**config.mk**
```make
export PLATFORM = sky130hd
export DESIGN_NAME = pfw_tbl
export DESIGN_NICKNAME = d
export VERILOG_FILES = /design/src/rtl/pfw_pkg.sv /design/src/rtl/pfw_cam.sv /design/src/rtl/pfw_tbl.sv
export SDC_FILE = /design/constraint.sdc
export NUM_CORES = 2
export LEC_CHECK = 0
export CAP_MARGIN = 20
export CORE_MARGIN = 2
export CORE_UTILIZATION = 40
export CTS_BUF_LIST = sky130_fd_sc_hd__clkbuf_4
export DETAILED_ROUTE_END_ITERATION = 10
export SLEW_MARGIN = 5
export SYNTH_ARGS = -nofsm -noshare
export SYNTH_HDL_FRONTEND = slang
export SYNTH_SLANG_ARGS = --single-unit
```
**constraint.sdc**
```tcl
create_clock -name clk -period 10.4 [get_ports clk]
set_input_delay 2.6 -clock clk [delete_from_list [all_inputs] [get_ports clk]]
set_output_delay 2.6 -clock clk [all_outputs]
set_load 0.02 [all_outputs]
```
**src/rtl/pfw_pkg.sv**
```systemverilog
// pfw_pkg: shared header codes, action modes, multicast OUI and FSM states for the DMAC forwarder
package pfw_pkg;
  localparam logic [1:0] HDR_HEAD = 2'b01;
  localparam logic [1:0] HDR_MID = 2'b11;
  localparam logic [1:0] HDR_TAIL = 2'b10;
  localparam logic [1:0] MODE_UC = 2'b00;
  localparam logic [1:0] MODE_BC = 2'b10;
  localparam logic [1:0] MODE_MC = 2'b11;
  localparam logic [23:0] MCAST_OUI = 24'h01005e;
  typedef enum logic [1:0] {IDLE, LOOK, FWD, DROP} state_t;
endpackage

```
**src/rtl/pfw_cam.sv**
```systemverilog
// pfw_cam: DMAC table with config write port, parallel compare and lowest-index priority
//   clk, rst_n                    : clock, async active-low reset (clears every vld)
//   cfg_wr/addr/vld/mac/pmap      : entry write, takes effect at the next edge
//   key_mac                       : DMAC to look up
//   hit, pmap                     : lowest-index valid match and its egress bitmap
module pfw_cam #(
  parameter int NUM_ENTRY = 16,
  parameter int NUM_PORT = 6
) (
  input  logic clk,
  input  logic rst_n,
  input  logic cfg_wr,
  input  logic [$clog2(NUM_ENTRY > 1 ? NUM_ENTRY : 2)-1:0] cfg_addr,
  input  logic cfg_vld,
  input  logic [47:0] cfg_mac,
  input  logic [NUM_PORT-1:0] cfg_pmap,
  input  logic [47:0] key_mac,
  output logic hit,
  output logic [NUM_PORT-1:0] pmap
);
  logic [NUM_ENTRY-1:0] vld;
  logic [47:0] mac [NUM_ENTRY];
  logic [NUM_PORT-1:0] pm [NUM_ENTRY];
  logic we;
  assign we = cfg_wr && 32'(cfg_addr) < NUM_ENTRY;
  always_ff @(posedge clk or negedge rst_n)
    if (!rst_n) begin
      vld <= '0;
      for (int i = 0; i < NUM_ENTRY; i++) begin
        mac[i] <= '0;
        pm[i] <= '0;
      end
    end else if (we) begin
      vld[cfg_addr] <= cfg_vld;
      mac[cfg_addr] <= cfg_mac;
      pm[cfg_addr] <= cfg_pmap;
    end
  // Scan high to low so the lowest matching index is the one left standing.
  always_comb begin
    hit = 1'b0;
    pmap = '0;
    for (int i = NUM_ENTRY - 1; i >= 0; i--)
      if (vld[i] && mac[i] == key_mac) begin
        hit = 1'b1;
        pmap = pm[i];
      end
  end
endmodule

```
**src/rtl/pfw_tbl.sv**
```systemverilog
// pfw_tbl: per-packet DMAC forward/drop decision with 2-cycle pass-through and counters
//   in_data/_wr, in_valid/_wr, in_pkttype, in_key : packet stream, key/type sampled with head
//   in_reg_tap                                    : discard packets from TAP_PORT
//   cfg_*                                         : DMAC table write port
//   out_data/_wr, out_valid/_wr                   : stream delayed by 2 cycles
//   out_action/_wr                                : {mode, pkttype, pmap} with the head word
//   fwd_cnt, drop_cnt                             : wrapping statistics
//   PFW_FLOOD_ON_MISS_EN: flood (broadcast pmap) on a table miss instead of dropping
module pfw_tbl
  import pfw_pkg::*;
#(
  parameter int NUM_ENTRY = 16,
  parameter int NUM_PORT = 6,
  parameter int TAP_PORT = 3,
  parameter int CNT_W = 32
) (
  input  logic clk,
  input  logic rst_n,
  input  logic [133:0] in_data,
  input  logic in_data_wr,
  input  logic in_valid,
  input  logic in_valid_wr,
  input  logic [2:0] in_pkttype,
  input  logic [53:0] in_key,
  input  logic in_reg_tap,
  input  logic cfg_wr,
  input  logic [$clog2(NUM_ENTRY > 1 ? NUM_ENTRY : 2)-1:0] cfg_addr,
  input  logic cfg_vld,
  input  logic [47:0] cfg_mac,
  input  logic [NUM_PORT-1:0] cfg_pmap,
  output logic [133:0] out_data,
  output logic out_data_wr,
  output logic out_valid,
  output logic out_valid_wr,
  output logic [4+NUM_PORT:0] out_action,
  output logic out_action_wr,
  output logic [CNT_W-1:0] fwd_cnt,
  output logic [CNT_W-1:0] drop_cnt
);
  state_t st, nxt;
  logic [133:0] s0;
  logic s0_vld;
  logic [53:0] key;
  logic [2:0] ptype;
  logic hit, bc, mc, tap, fwd, in_head, in_tail, s0_tail, emit, head_emit;
  logic [NUM_PORT-1:0] hit_pmap, bc_pmap, pmap;
  logic [1:0] mode;
  logic unused_valid;
  assign unused_valid = in_valid ^ in_valid_wr;
  pfw_cam #(.NUM_ENTRY(NUM_ENTRY), .NUM_PORT(NUM_PORT)) u_cam (
    .clk(clk), .rst_n(rst_n), .cfg_wr(cfg_wr), .cfg_addr(cfg_addr), .cfg_vld(cfg_vld),
    .cfg_mac(cfg_mac), .cfg_pmap(cfg_pmap), .key_mac(key[47:0]), .hit(hit), .pmap(hit_pmap)
  );
  always_comb begin
    in_head = in_data_wr && in_data[133:132] == HDR_HEAD;
    in_tail = in_data_wr && in_data[133:132] == HDR_TAIL;
    s0_tail = s0_vld && s0[133:132] == HDR_TAIL;
    tap = in_reg_tap && key[53:48] == 6'(TAP_PORT);
    bc = &key[47:0];
    mc = key[47:24] == MCAST_OUI;
    // An ingress index past the port range shifts out entirely, leaving all ones.
    bc_pmap = ~(NUM_PORT'(1) << key[53:48]);
`ifdef PFW_FLOOD_ON_MISS_EN
    fwd = !tap;
`else
    fwd = !tap && (bc || hit);
`endif
    mode = (bc || !hit) ? MODE_BC : mc ? MODE_MC : MODE_UC;
    pmap = (bc || !hit) ? bc_pmap : hit_pmap;
    head_emit = st == LOOK && fwd;
    emit = head_emit || (st == FWD && s0_vld);
  end
  // Leaving FWD while the tail sits in s0 lets a head arriving now start LOOK with no bubble.
  always_comb begin
    nxt = st;
    unique case (st)
      IDLE: nxt = in_head ? LOOK : IDLE;
      LOOK: nxt = fwd ? FWD : in_tail ? IDLE : DROP;
      FWD:  nxt = s0_tail ? (in_head ? LOOK : IDLE) : FWD;
      DROP: nxt = in_tail ? IDLE : DROP;
    endcase
  end
  always_ff @(posedge clk or negedge rst_n)
    if (!rst_n) st <= IDLE;
    else st <= nxt;
  always_ff @(posedge clk or negedge rst_n)
    if (!rst_n) begin
      s0 <= '0;
      s0_vld <= 1'b0;
      key <= '0;
      ptype <= '0;
      out_data <= '0;
      out_data_wr <= 1'b0;
      out_valid <= 1'b0;
      out_valid_wr <= 1'b0;
      out_action <= '0;
      out_action_wr <= 1'b0;
      fwd_cnt <= '0;
      drop_cnt <= '0;
    end else begin
      s0 <= in_data;
      s0_vld <= in_data_wr && (nxt == LOOK || nxt == FWD);
      if (nxt == LOOK) begin
        key <= in_key;
        ptype <= in_pkttype;
      end
      out_data <= emit ? s0 : '0;
      out_data_wr <= emit;
      out_valid <= emit && s0_tail;
      out_valid_wr <= emit && s0_tail;
      out_action <= head_emit ? {mode, ptype, pmap} : '0;
      out_action_wr <= head_emit;
      fwd_cnt <= fwd_cnt + CNT_W'(head_emit);
      drop_cnt <= drop_cnt + CNT_W'(st == LOOK && !fwd);
    end
endmodule

```
==> impl_metrics.prom <==
# TYPE chip_impl_metric gauge
chip_impl_info{name="status",value="finished clean"} 1
chip_impl_metric{name="global_routing_usage_summed_across_all_routing_layers",unit="%"} 27.21
chip_impl_metric{name="ff2ff_setup_slack",unit="ns"} 3.85
chip_impl_metric{name="n_fill_cell",unit=""} 12780
chip_impl_info{name="ys.flop_type",value="sky130_fd_sc_hd__dfrtp_1"} 1
chip_impl_metric{name="crit_fanout",unit=""} 15
chip_impl_metric{name="timing_max_transition_violations_final",unit=""} 0
chip_impl_metric{name="wl_per_cell",unit="microns"} 28.33
chip_impl_metric{name="cap_violations",unit=""} 0
chip_impl_metric{name="synth_nets",unit=""} 4509
chip_impl_info{name="crit_type",value="reg -> reg"} 1
chip_impl_metric{name="globalRouteOverflowTotal",unit=""} 0
chip_impl_info{name="start_kind",value="register"} 1
chip_impl_metric{name="route.vias.total",unit=""} 38530
chip_impl_metric{name="post-dp-hpwl",unit="mm"} 119.7
chip_impl_metric{name="fp.dieH",unit="microns"} 379.6
chip_impl_metric{name="data_required_time_at_the_worst_endpoint",unit="ns"} 11.50
chip_impl_metric{name="die_area",unit="sq mm"} 0.1441
chip_impl_metric{name="wire_length_of_the_first_global_routing_pass",unit="mm"} 280.9
chip_impl_metric{name="hold_violations",unit=""} 0
chip_impl_metric{name="power.density_cell_area",unit="mW/mm^2"} 240.1
chip_impl_metric{name="yosys_warns",unit=""} 0
chip_impl_info{name="crit_path_cell_trace",value="buf_4 -> xnor2_1 -> nand4_1 -> nor4_1 -> nand3_1 -> nor2_1 -> nor4_1 -> nand4_1 -> o2111a_2 -> ha_1 -> ha_1 -> nand2_1 -> or3_1 -> inv_1 -> nand2_1 -> nor2_1 -> nand3_1 -> xnor2_1"} 1
chip_impl_metric{name="ys_seq_area_share",unit="%"} 57.03
chip_impl_metric{name="cts_resized",unit=""} 0
chip_impl_metric{name="yosysTopAreaCellShare",unit="%"} 57.03
chip_impl_info{name="post_synth_main_area_contributors",value="sky130_fd_sc_hd__dfrtp_1 (57%), sky130_fd_sc_hd__mux2_2 (18%), sky130_fd_sc_hd__xor2_1 (6.1%)"} 1
chip_impl_metric{name="asyncSetResetFlopFracSynth",unit="%"} 100.0
chip_impl_metric{name="post-place-ws",unit="ns"} 4.062
chip_impl_info{name="cts_tree",value="done"} 1
chip_impl_metric{name="worst-slew-pin-transition",unit="ns"} 1.312
chip_impl_metric{name="synthesis.instances",unit=""} 4246
chip_impl_metric{name="floorplan.initialDensity",unit="%"} 40.39
chip_impl_metric{name="synth_edf_count",unit=""} 0
chip_impl_metric{name="via_count_of_the_first_global_routing_pass",unit=""} 37870
chip_impl_metric{name="htree_levels",unit=""} 5
chip_impl_metric{name="postSynthAreaPerCell",unit="sq um"} 13.29
chip_impl_info{name="min_path_type",value="reg -> reg"} 1
chip_impl_metric{name="core_area",unit="sq mm"} 0.1397
chip_impl_metric{name="power_leakage",unit="nW"} 29.21
chip_impl_metric{name="drt_first_iter_violations",unit=""} 3559
chip_impl_metric{name="timing.final.ws_setup",unit="ns"} 3.852
chip_impl_metric{name="max_freq",unit="MHz"} 152.7
chip_impl_metric{name="post-route-util",unit="%"} 48.00
chip_impl_info{name="clk_root_buffer_cell",value="sky130_fd_sc_hd__clkbuf_4"} 1
chip_impl_metric{name="multiInputGateArea",unit="sq mm"} 0.02251
chip_impl_info{name="regToRegStartpoint",value="key[45]$_DFFE_PN0N_"} 1
chip_impl_metric{name="place_congestion",unit=""} 0.8335
chip_impl_metric{name="tritoncts.num_buffers",unit=""} 361
chip_impl_metric{name="drive_gt1_share",unit="%"} 31.88
chip_impl_metric{name="detail-route-antenna-nets",unit=""} 0
chip_impl_info{name="worstReg2RegEnd",value="fwd_cnt[24]$_DFF_PN0_"} 1
chip_impl_metric{name="drcViolationCount",unit=""} 0
chip_impl_info{name="synth_top_cells_by_count",value="sky130_fd_sc_hd__dfrtp_1 (1286), sky130_fd_sc_hd__mux2_2 (877), sky130_fd_sc_hd__xor2_1 (395)"} 1
chip_impl_metric{name="clock_sink_count",unit=""} 1286
chip_impl_metric{name="max_slew_margin",unit="%"} 11.70
chip_impl_metric{name="clockBufferDepth",unit=""} 4
chip_impl_metric{name="finalCritPeriodShare",unit="%"} 62.97
chip_impl_metric{name="place_inst",unit=""} 6400
chip_impl_metric{name="clkLatencyLatePin",unit="ns"} 1.28
chip_impl_metric{name="pin_count_of_the_biggest_net_entering_global_routing",unit=""} 160
chip_impl_metric{name="cts.hold.buffers_added",unit=""} 0
chip_impl_metric{name="post_cts_repair_setup_buffers",unit=""} 0
chip_impl_metric{name="antenna_found_initial",unit=""} 27
chip_impl_metric{name="clk_pin_slew_worst_paths",unit="ns"} 0.06
chip_impl_metric{name="fin_nets",unit=""} 5150
chip_impl_info{name="post-synth-top-count-cell",value="sky130_fd_sc_hd__dfrtp_1"} 1
chip_impl_metric{name="chipWidth",unit="microns"} 379.6
chip_impl_metric{name="layout-area-overhead-vs-synth",unit="%"} 18.84
chip_impl_info{name="yosys.area.top_type",value="sky130_fd_sc_hd__dfrtp_1"} 1
chip_impl_metric{name="min_delay_path_depth",unit=""} 1
chip_impl_metric{name="cp_data_arrival_time",unit="ns"} 7.64
chip_impl_metric{name="buffer_ports.inserted",unit=""} 467
chip_impl_metric{name="synth.lib_cells_used.distinct",unit=""} 91
chip_impl_metric{name="area.sequential",unit="sq mm"} 0.03219
chip_impl_metric{name="ys_ff_latch",unit=""} 1286
chip_impl_metric{name="setup_tns",unit="ns"} 0
chip_impl_info{name="min_from",value="s0[37]$_DFF_PN0_"} 1
chip_impl_metric{name="layoutNonFillerInstCount",unit=""} 7008
chip_impl_metric{name="row_count",unit=""} 137
chip_impl_metric{name="detail_route.vias_per_cell",unit=""} 5.498
chip_impl_info{name="worst_hold_path.endpoint",value="out_data[37]$_DFF_PN0_"} 1
chip_impl_metric{name="max_stage_delay",unit="ns"} 0.94
chip_impl_metric{name="finalWorstPathRequiredPeriod",unit="ns"} 6.548
chip_impl_info{name="critical_path.endpoint_type",value="register"} 1
chip_impl_metric{name="drt_pass1_iterations",unit=""} 7
chip_impl_metric{name="power.ir.vdd_worst",unit="uV"} 201.7
chip_impl_metric{name="ioPinCount",unit=""} 470
chip_impl_metric{name="setup-violations-final",unit=""} 0
chip_impl_info{name="cp_slowest_cell",value="sky130_fd_sc_hd__dfrtp_1"} 1
chip_impl_metric{name="worst_r2r_path_depth",unit=""} 18
chip_impl_info{name="grt_setup_unrepaired",value="false"} 1
chip_impl_metric{name="fin_skew",unit="ns"} 0.1059
chip_impl_metric{name="total_routed_wirelength",unit="mm"} 198.5
chip_impl_metric{name="syn-cell-area",unit="sq mm"} 0.05643
## flip-flops by register name, summed over array words and instances (netlist names)
name / cells
out_action: 11
s0: 134
u_cam.pm: 96
s0_vld: 1
out_data_wr: 1
u_cam.vld: 16
out_action_wr: 1
key: 54
fwd_cnt: 32
u_cam.mac: 768
ptype: 3
st: 2
drop_cnt: 32
out_data: 134
out_valid_wr: 1
## cell type report
| cell class | count | share of cell area, % |
|---|---|---|
| repair buffers | 561 | 7.892 |
| inverters | 86 | 0.4814 |
| flip-flops and latches | 1286 | 48.00 |
| multi-input cells | 2591 | 33.56 |
| well taps | 1876 | 3.500 |
| clock inverters | 51 | 0.4235 |
| diodes | 13 | 0.04851 |
| clock buffers | 544 | 6.090 |
## stage by stage
| step | hold WS (ns) | area (sq um) | total power [W] |
|---|---|---|---|
| floorplan | 0.4385 | 56430 | 0.009740 |
| global placement | 0.4396 | 62660 | 0.01146 |
| detailed placement | 0.4472 | 62660 | 0.01154 |
| CTS | 0.4508 | 67030 | 0.01612 |
| global route | 0.4666 | 67040 | 0.01681 |
| finish | 0.4445 | 67060 | 0.01610 |
## routing by layer
metal / global-route usage, % / wire length [microns] / vias to the layer above
met5: 0 / 125 / -
met2: 41.64 / 89590 / 1841
met3: 5.851 / 16990 / 416
li1: - / - / 16090
met1: 37.87 / 85190 / 20160
met4: 10.28 / 6659 / 16
## cells by family (layout without fill, tap and decap cells)
kind of cell | count (synthesis) | in the layout | share of synthesized area (%)
and+or+nand+nor | 720 | 720 | 7.246
adders and majority gates | 6 | 6 | 0.1330
xor gates and xnor gates | 742 | 742 | 11.53
other | 0 | 13 | 0
muxes | 883 | 883 | 17.61
AOI/OAI and AO/OA | 240 | 240 | 3.051
DFF | 1286 | 1286 | 57.03
buffers and inverters | 369 | 1242 | 3.399
## critical path: cells and delay by family (launching register included)
kind	cells	cell delay, ns
xor+xnor	2	0.31
buf+inv	2	0.63
fa+ha+maj	2	0.57
flops	1	0.94
simple gates	11	3.47
compound gates	1	0.43
## placed cells by master (no fill, tap or decap), types with 8 or more instances in the layout
cell	synthesis	final
sky130_fd_sc_hd__dfrtp_1	1286	1279
sky130_fd_sc_hd__mux2_2	877	877
sky130_fd_sc_hd__clkbuf_4	0	544
sky130_fd_sc_hd__clkdlybuf4s50_1	0	430
sky130_fd_sc_hd__xor2_1	395	395
sky130_fd_sc_hd__xnor2_1	346	346
sky130_fd_sc_hd__nor2b_1	139	138
sky130_fd_sc_hd__nand2_1	124	123
sky130_fd_sc_hd__nor4_1	120	117
sky130_fd_sc_hd__nand4_1	110	110
sky130_fd_sc_hd__buf_4	36	88
sky130_fd_sc_hd__inv_1	82	82
sky130_fd_sc_hd__o21ai_0	78	78
sky130_fd_sc_hd__nand3_1	51	51
sky130_fd_sc_hd__nor2_1	56	47
sky130_fd_sc_hd__clkinv_1	0	38
sky130_fd_sc_hd__buf_2	43	36
sky130_fd_sc_hd__nor3_1	28	28
sky130_fd_sc_hd__o22ai_1	23	23
sky130_fd_sc_hd__a21oi_1	23	23
sky130_fd_sc_hd__and3_1	19	19
sky130_fd_sc_hd__diode_2	0	13
sky130_fd_sc_hd__a22o_1	13	13
sky130_fd_sc_hd__nand2b_1	15	12
sky130_fd_sc_hd__o2bb2ai_1	11	11
sky130_fd_sc_hd__nand3b_1	9	9
sky130_fd_sc_hd__nor2_4	0	9
sky130_fd_sc_hd__a221oi_1	8	8
sky130_fd_sc_hd__inv_2	4	8
sky130_fd_sc_hd__o2111ai_1	8	8
## power by group
part           leakage [nW]  total, W  internal, W  switching [W]
combinational          10.6   0.00487      0.00200        0.00288
sequential             16.0   0.00669      0.00596       0.000722
clock                  2.64   0.00454      0.00243        0.00211
## how the worst max path moves through the flow
stage / endpoint / startpoint
floorplan: drop_cnt[28]$_DFF_PN0_ / in_reg_tap
global placement: fwd_cnt[28]$_DFF_PN0_ / key[45]$_DFFE_PN0N_
detailed placement: fwd_cnt[24]$_DFF_PN0_ / key[45]$_DFFE_PN0N_
CTS: fwd_cnt[24]$_DFF_PN0_ / key[45]$_DFFE_PN0N_
global route: fwd_cnt[28]$_DFF_PN0_ / key[45]$_DFFE_PN0N_
finish: fwd_cnt[24]$_DFF_PN0_ / key[45]$_DFFE_PN0N_
Power figures use the tool's default switching activity.
